### src/rtl/pc_unit.sv
// pc_unit: program-counter unit for the fetch stage.
// Each rising edge picks the next fetch address from one of these sources:
//   - sequential increment
//   - taken PC-relative branch
//   - absolute jump
//   - call or return through a circular return-address stack (RAS)
// redirect is registered with address and marks a non-sequential target.
//
// Ports:
//   clk, rst      clock; synchronous active-high reset
//   stall         hold PC, RAS and sticky flags
//   brnch_en      conditional branch; taken when zero_en is also high
//   zero_en       branch condition
//   imm_gen       signed offset, shifted by IMM_SHIFT, added to the PC
//   jump_en       absolute jump to jump_target
//   jump_target   absolute destination
//   call_en       push the return address, jump PC-relative
//   ret_en        pop a return address and jump to it
//   address       current PC (registered)
//   redirect      address holds a non-sequential target this cycle
//   ras_top       top RAS entry, 0 when the RAS is empty
//   ras_empty     RAS holds no entries
//   ras_full      RAS holds RAS_DEPTH entries
//   ras_ovf       sticky: a push happened while the RAS was full
//   ras_unf       sticky: a pop happened while the RAS was empty
module pc_unit #(
  parameter int unsigned      WIDTH     = 64,
  parameter logic [WIDTH-1:0] RESET_VEC = 40,
  parameter int unsigned      INCR      = 4,
  parameter int unsigned      IMM_SHIFT = 1,
  parameter int unsigned      RAS_DEPTH = 4
) (
  input  logic             clk,
  input  logic             rst,
  input  logic             stall,
  input  logic             brnch_en,
  input  logic             zero_en,
  input  logic [WIDTH-1:0] imm_gen,
  input  logic             jump_en,
  input  logic [WIDTH-1:0] jump_target,
  input  logic             call_en,
  input  logic             ret_en,
  output logic [WIDTH-1:0] address,
  output logic             redirect,
  output logic [WIDTH-1:0] ras_top,
  output logic             ras_empty,
  output logic             ras_full,
  output logic             ras_ovf,
  output logic             ras_unf
);

  localparam int unsigned PW = $clog2(RAS_DEPTH);
  localparam int unsigned CW = PW + 1;

  logic [WIDTH-1:0] address_q, address_d;
  logic             redirect_q, redirect_d;
  logic [PW-1:0]    ptr_q, ptr_d;
  logic [CW-1:0]    cnt_q, cnt_d;
  logic             ovf_q, ovf_d;
  logic             unf_q, unf_d;
  logic [WIDTH-1:0] ras_q [RAS_DEPTH];

  logic [WIDTH-1:0] seq, rel;
  logic [PW-1:0]    top_idx;
  logic             empty, full, push, pop;

  assign seq     = address_q + WIDTH'(INCR);
  assign rel     = address_q + (imm_gen << IMM_SHIFT);
  // The pointer addresses the next free slot, so the newest entry sits just below it.
  assign top_idx = ptr_q - PW'(1);
  assign empty   = (cnt_q == '0);
  assign full    = (cnt_q == CW'(RAS_DEPTH));

  always_comb begin
    address_d  = seq;
    redirect_d = 1'b0;
    push       = 1'b0;
    pop        = 1'b0;
    ovf_d      = ovf_q;
    unf_d      = unf_q;
    if (stall) begin
      address_d = address_q;
    end else if (ret_en) begin
      if (!empty) begin
        address_d  = ras_q[top_idx];
        pop        = 1'b1;
        redirect_d = 1'b1;
      end else begin
        unf_d = 1'b1;
      end
    end else if (call_en) begin
      push       = 1'b1;
      address_d  = rel;
      redirect_d = 1'b1;
      if (full) ovf_d = 1'b1;
    end else if (jump_en) begin
      address_d  = jump_target;
      redirect_d = 1'b1;
    end else if (brnch_en && zero_en) begin
      address_d  = rel;
      redirect_d = 1'b1;
    end
  end

  // When the RAS is full, the pointer already addresses the oldest entry, so a push
  // overwrites it and the count stays at RAS_DEPTH.
  always_comb begin
    ptr_d = ptr_q;
    cnt_d = cnt_q;
    if (push) begin
      ptr_d = ptr_q + PW'(1);
      if (!full) cnt_d = cnt_q + CW'(1);
    end else if (pop) begin
      ptr_d = top_idx;
      cnt_d = cnt_q - CW'(1);
    end
  end

  always_ff @(posedge clk) begin
    if (rst) begin
      address_q  <= RESET_VEC;
      redirect_q <= 1'b0;
      ptr_q      <= '0;
      cnt_q      <= '0;
      ovf_q      <= 1'b0;
      unf_q      <= 1'b0;
    end else begin
      address_q  <= address_d;
      redirect_q <= redirect_d;
      ptr_q      <= ptr_d;
      cnt_q      <= cnt_d;
      ovf_q      <= ovf_d;
      unf_q      <= unf_d;
    end
  end

  // Entry storage needs no reset; a zero count hides whatever it holds.
  always_ff @(posedge clk) begin
    if (!rst && push) ras_q[ptr_q] <= seq;
  end

  assign address   = address_q;
  assign redirect  = redirect_q;
  assign ras_top   = empty ? '0 : ras_q[top_idx];
  assign ras_empty = empty;
  assign ras_full  = full;
  assign ras_ovf   = ovf_q;
  assign ras_unf   = unf_q;

endmodule

### config.mk
export PLATFORM = sky130hd
export DESIGN_NAME = pc_unit
export DESIGN_NICKNAME = d
export VERILOG_FILES = /design/src/rtl/pc_unit.sv
export SDC_FILE = /design/constraint.sdc
export NUM_CORES = 1
export LEC_CHECK = 0
export CAP_MARGIN = 20
export CORE_UTILIZATION = 45
export DETAILED_ROUTE_END_ITERATION = 16
export PLACE_DENSITY = 0.7
export SLEW_MARGIN = 10
export SYNTH_ARGS = -nofsm -noshare
export SYNTH_HDL_FRONTEND = slang
export SYNTH_SLANG_ARGS = --single-unit
export TNS_END_PERCENT = 5
### constraint.sdc
create_clock -name clk -period 9.7 [get_ports clk]
set_clock_uncertainty 0.2 [all_clocks]
set_input_delay 0.97 -clock clk [delete_from_list [all_inputs] [get_ports clk]]
set_output_delay 0.97 -clock clk [all_outputs]
set_load 0.03 [all_outputs]
Yosys cells after proc, flatten, opt, wreduce, memory -nomap -nowiden. Memories as Yosys holds them, arrays and structs flattened. Cells that the tools add are included.

Add/sub/neg operators: 6. Eq/ne operators: 2. Multiplexer cells: 23. Bitwise logic cells: 2. Reduce and logical (&&, ||, !) cells: 9.

Operator list (count): $mux 64 (6); $add 64x3->64 const B (1); $add 64x64->64 (1); $mux 1 (12); $mux 3 (3); $mux 2 (2); $reduce_and 4->1 (1); $add 3x1->3 const B (1); $eq 3x3->1 const B (1); $logic_not 3->1 (1); $reduce_and 3->1 (1); $sub 3x1->3 const B (1); $add 2x1->2 const B (1); $logic_and 1x1->1 (2); $ne 2x2->1 const B (1); $not 1->1 (2); $reduce_and 2->1 (1); $reduce_bool 2->1 (1); $reduce_or 2->1 (1); $sub 2x1->2 const B (1); $logic_not 1->1 (1).

Bits in registers: 72. Bits in writable memories: 256. Input port bits: 136. Output and inout port bits: 133. Logic and storage cells: 49. Memories: 1.

Memories: ras_q (depth 4, bits a word 64, read ports 1, clocked after Yosys merged registers in 0, write ports 1, line 61) `logic [WIDTH-1:0] ras_q [RAS_DEPTH];`.

Depth between registers and ports, before layout. Gate-level depths: netlist (run 1).

Word-level depth: 6. Mapped depth: 14. Depth with buffers taken out: 13.

Worst setup path before layout (run 1). No wires, ideal clock.

Path kind: register to output. Start point: register ptr_q[0]. End point: output port ras_top[5]. Data arrival time: 3.406 ns. Required time: 8.530 ns. Setup slack: 5.124 ns. Stages on the path, launching flop included: 11. Path buffers: 6. Cell sequence: dfxtp_1 > buf_2 > buf_2 > buf_2 > inv_1 > ha_1 > clkbuf_1 > clkbuf_1 > clkbuf_1 > mux4_2 > and2_1.

Word-level cells in the longest chain between the ends: 3.

RTL lines: start, declared (line 57) `logic [PW-1:0] ptr_q, ptr_d;`; start signal, assigned (line 130) `ptr_q <= ptr_d;`; $sub 2x1->2 (line 70) `assign top_idx = ptr_q - PW'(1);`; $mem_v2 4x64; $mux 64 (line 144) `assign ras_top = empty ? '0 : ras_q[top_idx];`; end, declared (line 45) `output logic [WIDTH-1:0] ras_top,`.

No other way between the ends.

Final worst setup path (run 1).
Start point: register ptr_q[0]. End point: output port ras_top[34].

The elaborated chain is that of the path after synthesis.

==> results of run 1 <==
==> power by group through the flow <==
stage	Clock [mW]	Combinational [mW]	Sequential (mW)
after floorplan	0	0.880	1.72
after global placement	0	1.46	1.72
after detailed placement	0	1.47	1.72
after CTS	1.38	1.48	1.69
after global routing	1.43	1.59	1.70
final	1.37	1.51	1.69
==> path summary, 6_finish.rpt <==
| path | start | endpoint |
|---|---|---|
| setup / recovery | ptr_q[0]$_SDFFE_PP0P_ | ras_top[34] |
| hold / removal | ras_ovf$_SDFFE_PP0P_ | ras_ovf$_SDFFE_PP0P_ |
| setup reg to reg | address[1]$_SDFFE_PP0P_ | address[63]$_SDFFE_PP0N_ |
| hold reg to reg | ras_ovf$_SDFFE_PP0P_ | ras_ovf$_SDFFE_PP0P_ |
==> cell type report <==
| cell class | count | area [um2] |
|---|---|---|
| sequential | 328 | 9130 |
| timing repair buffer | 290 | 2830 |
| antenna | 4 | 10.0 |
| tap | 585 | 732 |
| inverter | 35 | 131 |
| clock buffer | 50 | 983 |
| clock inverter | 15 | 179 |
| fill | 3730 | 19200 |
| multi-input combinational | 1375 | 9840 |
==> stage by stage <==
step	hold slack [ns]	std cells	instance area (um2)	worst slack, ns	utilization, %
final	0.275	2682	23800	4.56	55.3
after CTS	0.281	2677	23800	4.54	55.3
after floorplan	0.284	1871	19600	5.12	-
after global placement	0.255	2612	22700	4.53	52.6
after detailed placement	0.268	2612	22700	4.55	52.6
after global routing	0.302	2682	23800	4.39	55.3
==> synth_stat cells (all sizes together), types with 12 or more instances <==
cell type / count
a21oi: 170
a222oi: 13
a221o: 12
nand2: 165
nor2: 145
a221oi: 19
o221ai: 19
edfxtp: 256
nand3: 66
and3: 18
a22oi: 19
or3: 12
o22ai: 21
a31oi: 18
a211oi: 22
ha: 67
dfxtp: 72
o21bai: 20
xor2: 45
and2: 77
mux4: 64
xnor2: 65
nor3: 48
buf: 34
nand4: 39
a21o: 17
clkbuf: 99
inv: 33
o21ai: 78
==> registers in the layout, summed over array words and instances (netlist names) <==
| signal | cells |
|---|---|
| address | 64 |
| cnt_q | 3 |
| ptr_q | 2 |
| ras_ovf | 1 |
| ras_q | 256 |
| ras_unf | 1 |
| redirect | 1 |
==> cell families after synthesis <==
kind of cell | Yosys count | share of synthesized area (%)
adder cells (fa/ha/maj) | 69 | 4.48
AO/OA/AOI/OAI | 517 | 17.5
AND/OR/NAND/NOR | 613 | 15.6
flip-flops | 328 | 46.5
multiplexers | 66 | 7.45
XOR/XNOR | 110 | 5.04
buffers and inverters | 168 | 3.42
==> metal layers <==
metal	wire length, um	track usage, %	vias to the layer above
li1	-	-	7577
met1	30400	46.7	8547
met2	32100	48.5	1049
met3	8270	8.07	163
met4	2690	11.7	0
met5	0	0	-
==> worst min-delay path, delay by kind of cell (launching register included) <==
family	cells	cell delay, ns
AO/OA/AOI/OAI	1	0.05
AND/OR/NAND/NOR	1	0.07
flip-flops	1	0.33
==> results by stage, run 1 <==
Status:
- The run finished with clean final reports.

Timing:
- In the final timing run, aggregate negative setup slack is 0 ns.
- For this run, the top clock speed supported by timing is 0.195 GHz.
- The count of pins over their slew limit is 0.
- Setup repair after global routing left no endpoint under its margin.
- After layout, the worst path uses 53.0% of the clock period.
- The count of endpoints failing setup in the final report is 0.
- The final critical-path required period is 5.14 ns.
- Headroom to the max-slew limit came out at 15.6%.
- The total count of hold-check failures in the final report is 0.
- For the pin with the worst max-slew slack, the measured transition is 1.26 ns.

Worst hold path:
- The cell depth of the worst hold path is 2.
- The tightest min-delay check is of the flop to flop type.

Cells and area:
- In the final layout, the share of cells above drive strength 1 is 8.98%.
- The top cell types in the final layout, fill and taps aside, are 264 x clkdlybuf4s50_1, 256 x edfxtp_1, 170 x a21oi_1.
- The commonest non-fill, non-tap cell in the layout is clkdlybuf4s50_1.
- The final net count is 2,271.
- The area growth from synthesis to layout is 21.5%.

Synthesis:
- In this run the biggest area consumer among cell types represents 39.2% of the synthesized area.
- For this run, the register share of the synthesized area comes to 46.5%.
- The largest area contributor in the synthesized netlist is edfxtp_1.
- By area the synthesized netlist is led by edfxtp_1 39%, dfxtp_1 7.3%, mux4_2 7.3%.
- Of all flip-flops after synthesis, the portion carrying an async set or reset was 0%.
- The synthesized design contains 328 register bits.
- The yosys synthesis warning count is 0.
- The cell area that synthesis handed to floorplanning was 19,600 um2.
- The number of flops mapped to enable cells by yosys is 256.
- For this run, the leading register cell type out of synthesis is edfxtp_1.
- After synthesis, the netlist uses 89 different library cells.
- The post-synthesis cell count is 1,871.
- A synthesized cell averages 10.5 um2.
- The net count after synthesis is 2,076.

Worst setup path:
- The cell type of the slowest stage on the worst timing path is buf_4.
- Together, buffers and inverters on the worst path number 3.
- The required time at the endpoint of the critical path is 8.53 ns.
- The kind of start point of the critical path is a flop.
- The top cell family by delay on the critical path is buffers and inverters.
- Counting cells, the worst reg-to-reg path comes to 13.
- The maximum fanout count along the critical path is 66.
- The worst register-to-register path has a setup slack of 5.27 ns.
- The critical path is of the flop to output port type.
- The longest individual stage delay on the worst path is 0.81 ns.
- In this run the number of cells on the critical path is 6.
- The signal on the critical path passes through inv_1 -> ha_2 -> buf_4 -> mux4_2 -> and2_1 -> clkdlybuf4s50_1.
- The endpoint kind of the worst setup timing path is an output port.
- Data arrives at the worst endpoint at 3.97 ns.

Power:
- The internal portion of the total power is 2.94 mW.
- The switching share of power is 35.7%.
- Per report_power, the sequential group accounts for 37.1% of the total.
- The proportion of power drawn by combinational gates is 32.9%.
- Power spread over the standard cell area amounts to 192 nW/um2.
- The portion of total power attributed to the clock network is 30.0%.
- The highest ir drop seen on vdd is 139 uV.
- The analysis attributes to net switching a power of 1.63 mW.
- The leakage power summed over all cells is 8.21 nW.
- Summing internal, switching and leakage power gives 4.57 mW.

Clocking:
- The clock sink total is 328.
- Hold repair after CTS inserted 0 buffers.
- The cell sitting at the root of the clock tree is a clkbuf_16.
- TritonCTS built the clock tree.
- The number of clock buffers added by TritonCTS is 36.
- The later-pin clock latency in the skew report is 0.55 ns.
- The number of buffers inserted to repair setup after CTS is 0.
- Gates resized during post-CTS repair numbered 0.
- CTS built an H-tree with a depth of 2.
- The clock slew seen by the registers of the worst setup and hold paths is 0.06 ns.
- The clock tree buffer depth is 3.

Place:
- Buffers placed on the I/O ports in this run total 267.
- Once detailed placement completed, the half-perimeter wirelength came to 52,100 um.
- Routability-driven placement finished with a final weighted congestion of 0.978.

Die:
- The die covers 44,400 um2.
- From bottom edge to top edge, the die measures 211 um.
- During I/O placement, the number of pins put on the boundary was 269.
- The floorplan step defined a core boundary enclosing 43,100 um2.
- The initial core utilization is 45.6%.
- The die is 211 um wide.
- The cell row count is 76.

Global routing:
- Global routing finished with a remaining overflow of 0.
- The largest net degree at the start of global routing is 73.
- For this run, the total global-route usage over all layers was measured as 32.8%.
- The via count of the first global-routing pass was 16,514.
- The first global-routing pass estimated 107,000 um of wire.
- The number of antenna violations at the first check in global routing is 5.

Routing:
- The pre-antenna-repair detailed-routing pass consisted of 7 iterations.
- In the final routed layout, each cell accounts on average for 27.4 um.
- The first routing iteration left 2,329 violations.
- The number of vias after detailed routing is 17,336.
- Dividing the detail-routed via count by the number of cells gives 6.46.
- The routed design has 73,500 um of wire.
- The post-detailed-route DRC marker count is 0.
- The number of nets with antenna violations after routing is 0.

Run:
- Max-cap violations in this run came to 0.
Power figures use the tool's default switching activity.
==> inputs of run 2 (changes only) <==
==> constraint.sdc (replaced) <==
create_clock -name clk -period 5.1 [get_ports clk]
set_clock_uncertainty 0.2 [all_clocks]
set_input_delay 0.51 -clock clk [delete_from_list [all_inputs] [get_ports clk]]
set_output_delay 0.51 -clock clk [all_outputs]
set_load 0.03 [all_outputs]
==> results by stage, run 2 (synthesis results as in run 1) <==
Power:
- Dividing total power by cell area gives a power density of 357 nW/um2.
- In this run the static leakage power is 8.26 nW.
- Across the VDD grid, the largest voltage drop is 210 uV.

Routing:
- For this run, design rule violations remaining after detail routing come to 0.
- The detailed router finished its first iteration with 2,523 violations.
- The pre-antenna-repair detailed-routing pass consisted of 5 iterations.
- In the final routed layout, each cell accounts on average for 27.3 um.
- The routed layout has 17,463 vias.
- The count of nets left with antenna violations once routing finished came out at 0.
- The number of vias per cell is 6.48.
- The routed design has 73,600 um of wire.

Die:
- In this run the count of I/O pins placed on the die edge is 269.
- In this run the vertical extent of the chip is 211 um.
- The die is 211 um wide.
- After floorplanning, the core was divided into 76 placement rows.
- The initial utilization of the core area, before any placement, comes to 45.6%.
- The floorplan step defined a core boundary enclosing 43,100 um2.
- The die covers 44,400 um2.

Cells and area:
- The final cell utilization of the core is 55.5%.
- The library cells used most frequently in the layout, excluding fill and tap cells, are 264 x clkdlybuf4s50_1, 256 x edfxtp_1, 170 x a21oi_1.
- The area growth from synthesis to layout is 21.8%.
- More flip-flops sit in one register than any other, and that register is ras_q.
- In the final layout, the share of cells above drive strength 1 is 9.59%.
- The flip-flop count of the largest register after layout is 256.
- The final net count is 2,288.
- Leaving out filler cells and counting taps, the final layout contains 2,694.
- The number of fill cells in the layout is 3,732.
- The commonest non-fill, non-tap cell in the layout is clkdlybuf4s50_1.

Worst setup path:
- The maximum fanout count along the critical path is 8.
- The setup check on the worst reg-to-reg path leaves a slack of 0.73 ns.
- The critical path class is flop to flop.
- The depth of the worst register-to-register path is 12.
- The worst setup path is captured at a flop.
- The kind of start point of the critical path is a flop.
- The required time at the endpoint of the critical path is 5.36 ns.
- The startpoint of the lowest-slack register-to-register path is address[2]$_SDFFE_PP0N_.
- The capture point of the worst reg-to-reg path is address[59]$_SDFFE_PP0N_.
- At the worst endpoint, the arrival time is 4.63 ns.

Worst hold path:
- Along the worst hold path, the cell count comes to 2.
- The class of the tightest hold or removal check is primary input to flop.
- In this run the most critical hold path is launched from rst.
- The endpoint of the worst hold-timing path is cnt_q[2]$_SDFFE_PP0P_.

Clocking:
- The number of buffers inserted to repair setup after CTS is 0.
- Clock tree synthesis selected as its root buffer the cell clkbuf_16.
- The number of buffers inserted during clock tree synthesis is 34.
- Buffers inserted to repair hold after CTS numbered 0.
- The number of H-tree levels is 2.
- For this design, the sink count on the clock tree is 328.
- The clock tree from TritonCTS is yes.
- The clock slew seen by the registers of the worst setup and hold paths is 0.07 ns.
- For the worst-skew pair, the clock arrives at the later sink with an insertion delay of 0.52 ns.
- The number of instances resized during post-cts repair is 0.
- The clock passes through at most 3 buffers.

Place:
- The routability-driven placement congestion ratio is 1.01.
- The half-perimeter wire length of the detailed placement result is 54,100 um.
- The number of buffers inserted by port buffering is 267.
- The cell count after placement is 2,632.

Timing:
- The count of pins over their slew limit is 0.
- For the pin with the worst max-slew slack, the measured transition is 1.14 ns.
- The worst pin sits at a relative slew slack of 24.2%.
- Setup violations remaining at the end of the flow were counted as 0.
- The total count of hold-check failures in the final report is 0.
- The final cycle utilization of the critical path is 85.7%.
- The smallest clock period supported by the final layout is computed as 4.37 ns.
- The final-layout setup total negative slack is 0 ns.
- Setup repair after global routing left no endpoint under its margin.
- Timing would allow up to 0.229 GHz.

Global routing:
- The total overflow left after global routing is 0.
- The via count of the first global-routing pass is 16,580.
- The global-route wire length before repair is 107,000 um.
- The number of antenna violations at the first check in global routing was 3.
- The overall track demand over capacity in global routing is 32.5%.
- Entering global routing, the biggest net connects 67 pins.

Run:
- The count of maximum capacitance violations is 0.

Status:
- The run finished with clean final reports.
==> run 2: changes by cell type in the layout (fill, tap and decap cells not counted), moves of 2 or more <==
cell | previous run | this run
clkbuf_8 | 3 | 1
buf_4 | 22 | 38
buf_12 | 0 | 4
diode_2 | 4 | 2
bufinv_16 | 3 | 1
inv_6 | 3 | 1
clkinv_2 | 3 | 7
==> run 2: worst max-delay path, stage by stage (launching register included) <==
cell	delay, ns
dfxtp_1	0.53
inv_1	0.21
fa_1	0.46
nor2b_1	0.18
o2111ai_1	0.28
a21oi_1	0.30
o21ai_1	0.15
a2111oi_1	0.68
nor2_1	0.26
o221ai_2	0.33
a31oi_1	0.17
or4_1	0.48
nand3_1	0.08
==> run 2: layout make-up <==
cell class                      instances  area [um2]  share of cell area (%)
Tap cell                              585         732                    3.06
Clock inverter                         13        97.6                   0.408
Timing Repair Buffer                  309        3020                    12.7
Antenna cell                            2        5.00                  0.0209
Multi-Input combinational cell       1375        9840                    41.2
Sequential cell                       328        9130                    38.2
Clock buffer                           47         931                    3.90
Inverter                               35         131                   0.550
==> run 2: how the worst max path moves through the flow <==
stage | startpoint | endpoint | slack [ns] | depth (start not counted)
floorplan | ptr_q[0]$_SDFFE_PP0P_ | ras_top[5] | 0.98 | 10
global placement | imm_gen[0] | address[59]$_SDFFE_PP0N_ | 0.42 | 14
detailed placement | imm_gen[0] | address[59]$_SDFFE_PP0N_ | 0.43 | 14
CTS | address[2]$_SDFFE_PP0N_ | address[59]$_SDFFE_PP0N_ | 0.80 | 12
global route | address[2]$_SDFFE_PP0N_ | address[59]$_SDFFE_PP0N_ | 0.47 | 12
finish | address[2]$_SDFFE_PP0N_ | address[59]$_SDFFE_PP0N_ | 0.73 | 12
==> run 2: metal layers <==
metal	GRT usage, %	wire, um	vias to the layer above
li1	-	-	7617
met1	48.1	30600	8535
met2	46.4	31400	1164
met3	6.74	8700	147
met4	13.0	2820	0
met5	0	0	-
==> run 2: report_power, final <==
| part | total (mW) | internal [mW] | switching [mW] |
|---|---|---|---|
| logic | 2.95 | 1.09 | 1.86 |
| clock network | 2.36 | 1.33 | 1.02 |
| registers | 3.21 | 3.01 | 0.198 |
| total | 8.52 | 5.43 | 3.09 |
==> run 2: per-stage QoR <==
step	hold WS [ns]	worst slack (ns)	instance area (um2)	power, mW
after floorplan	0.284	0.984	19600	4.94
after global placement	0.254	0.418	22900	6.11
after detailed placement	0.267	0.428	22900	6.13
after CTS	0.113	0.802	23900	8.45
after global routing	0.137	0.475	23900	8.80
final	0.125	0.728	23900	8.52
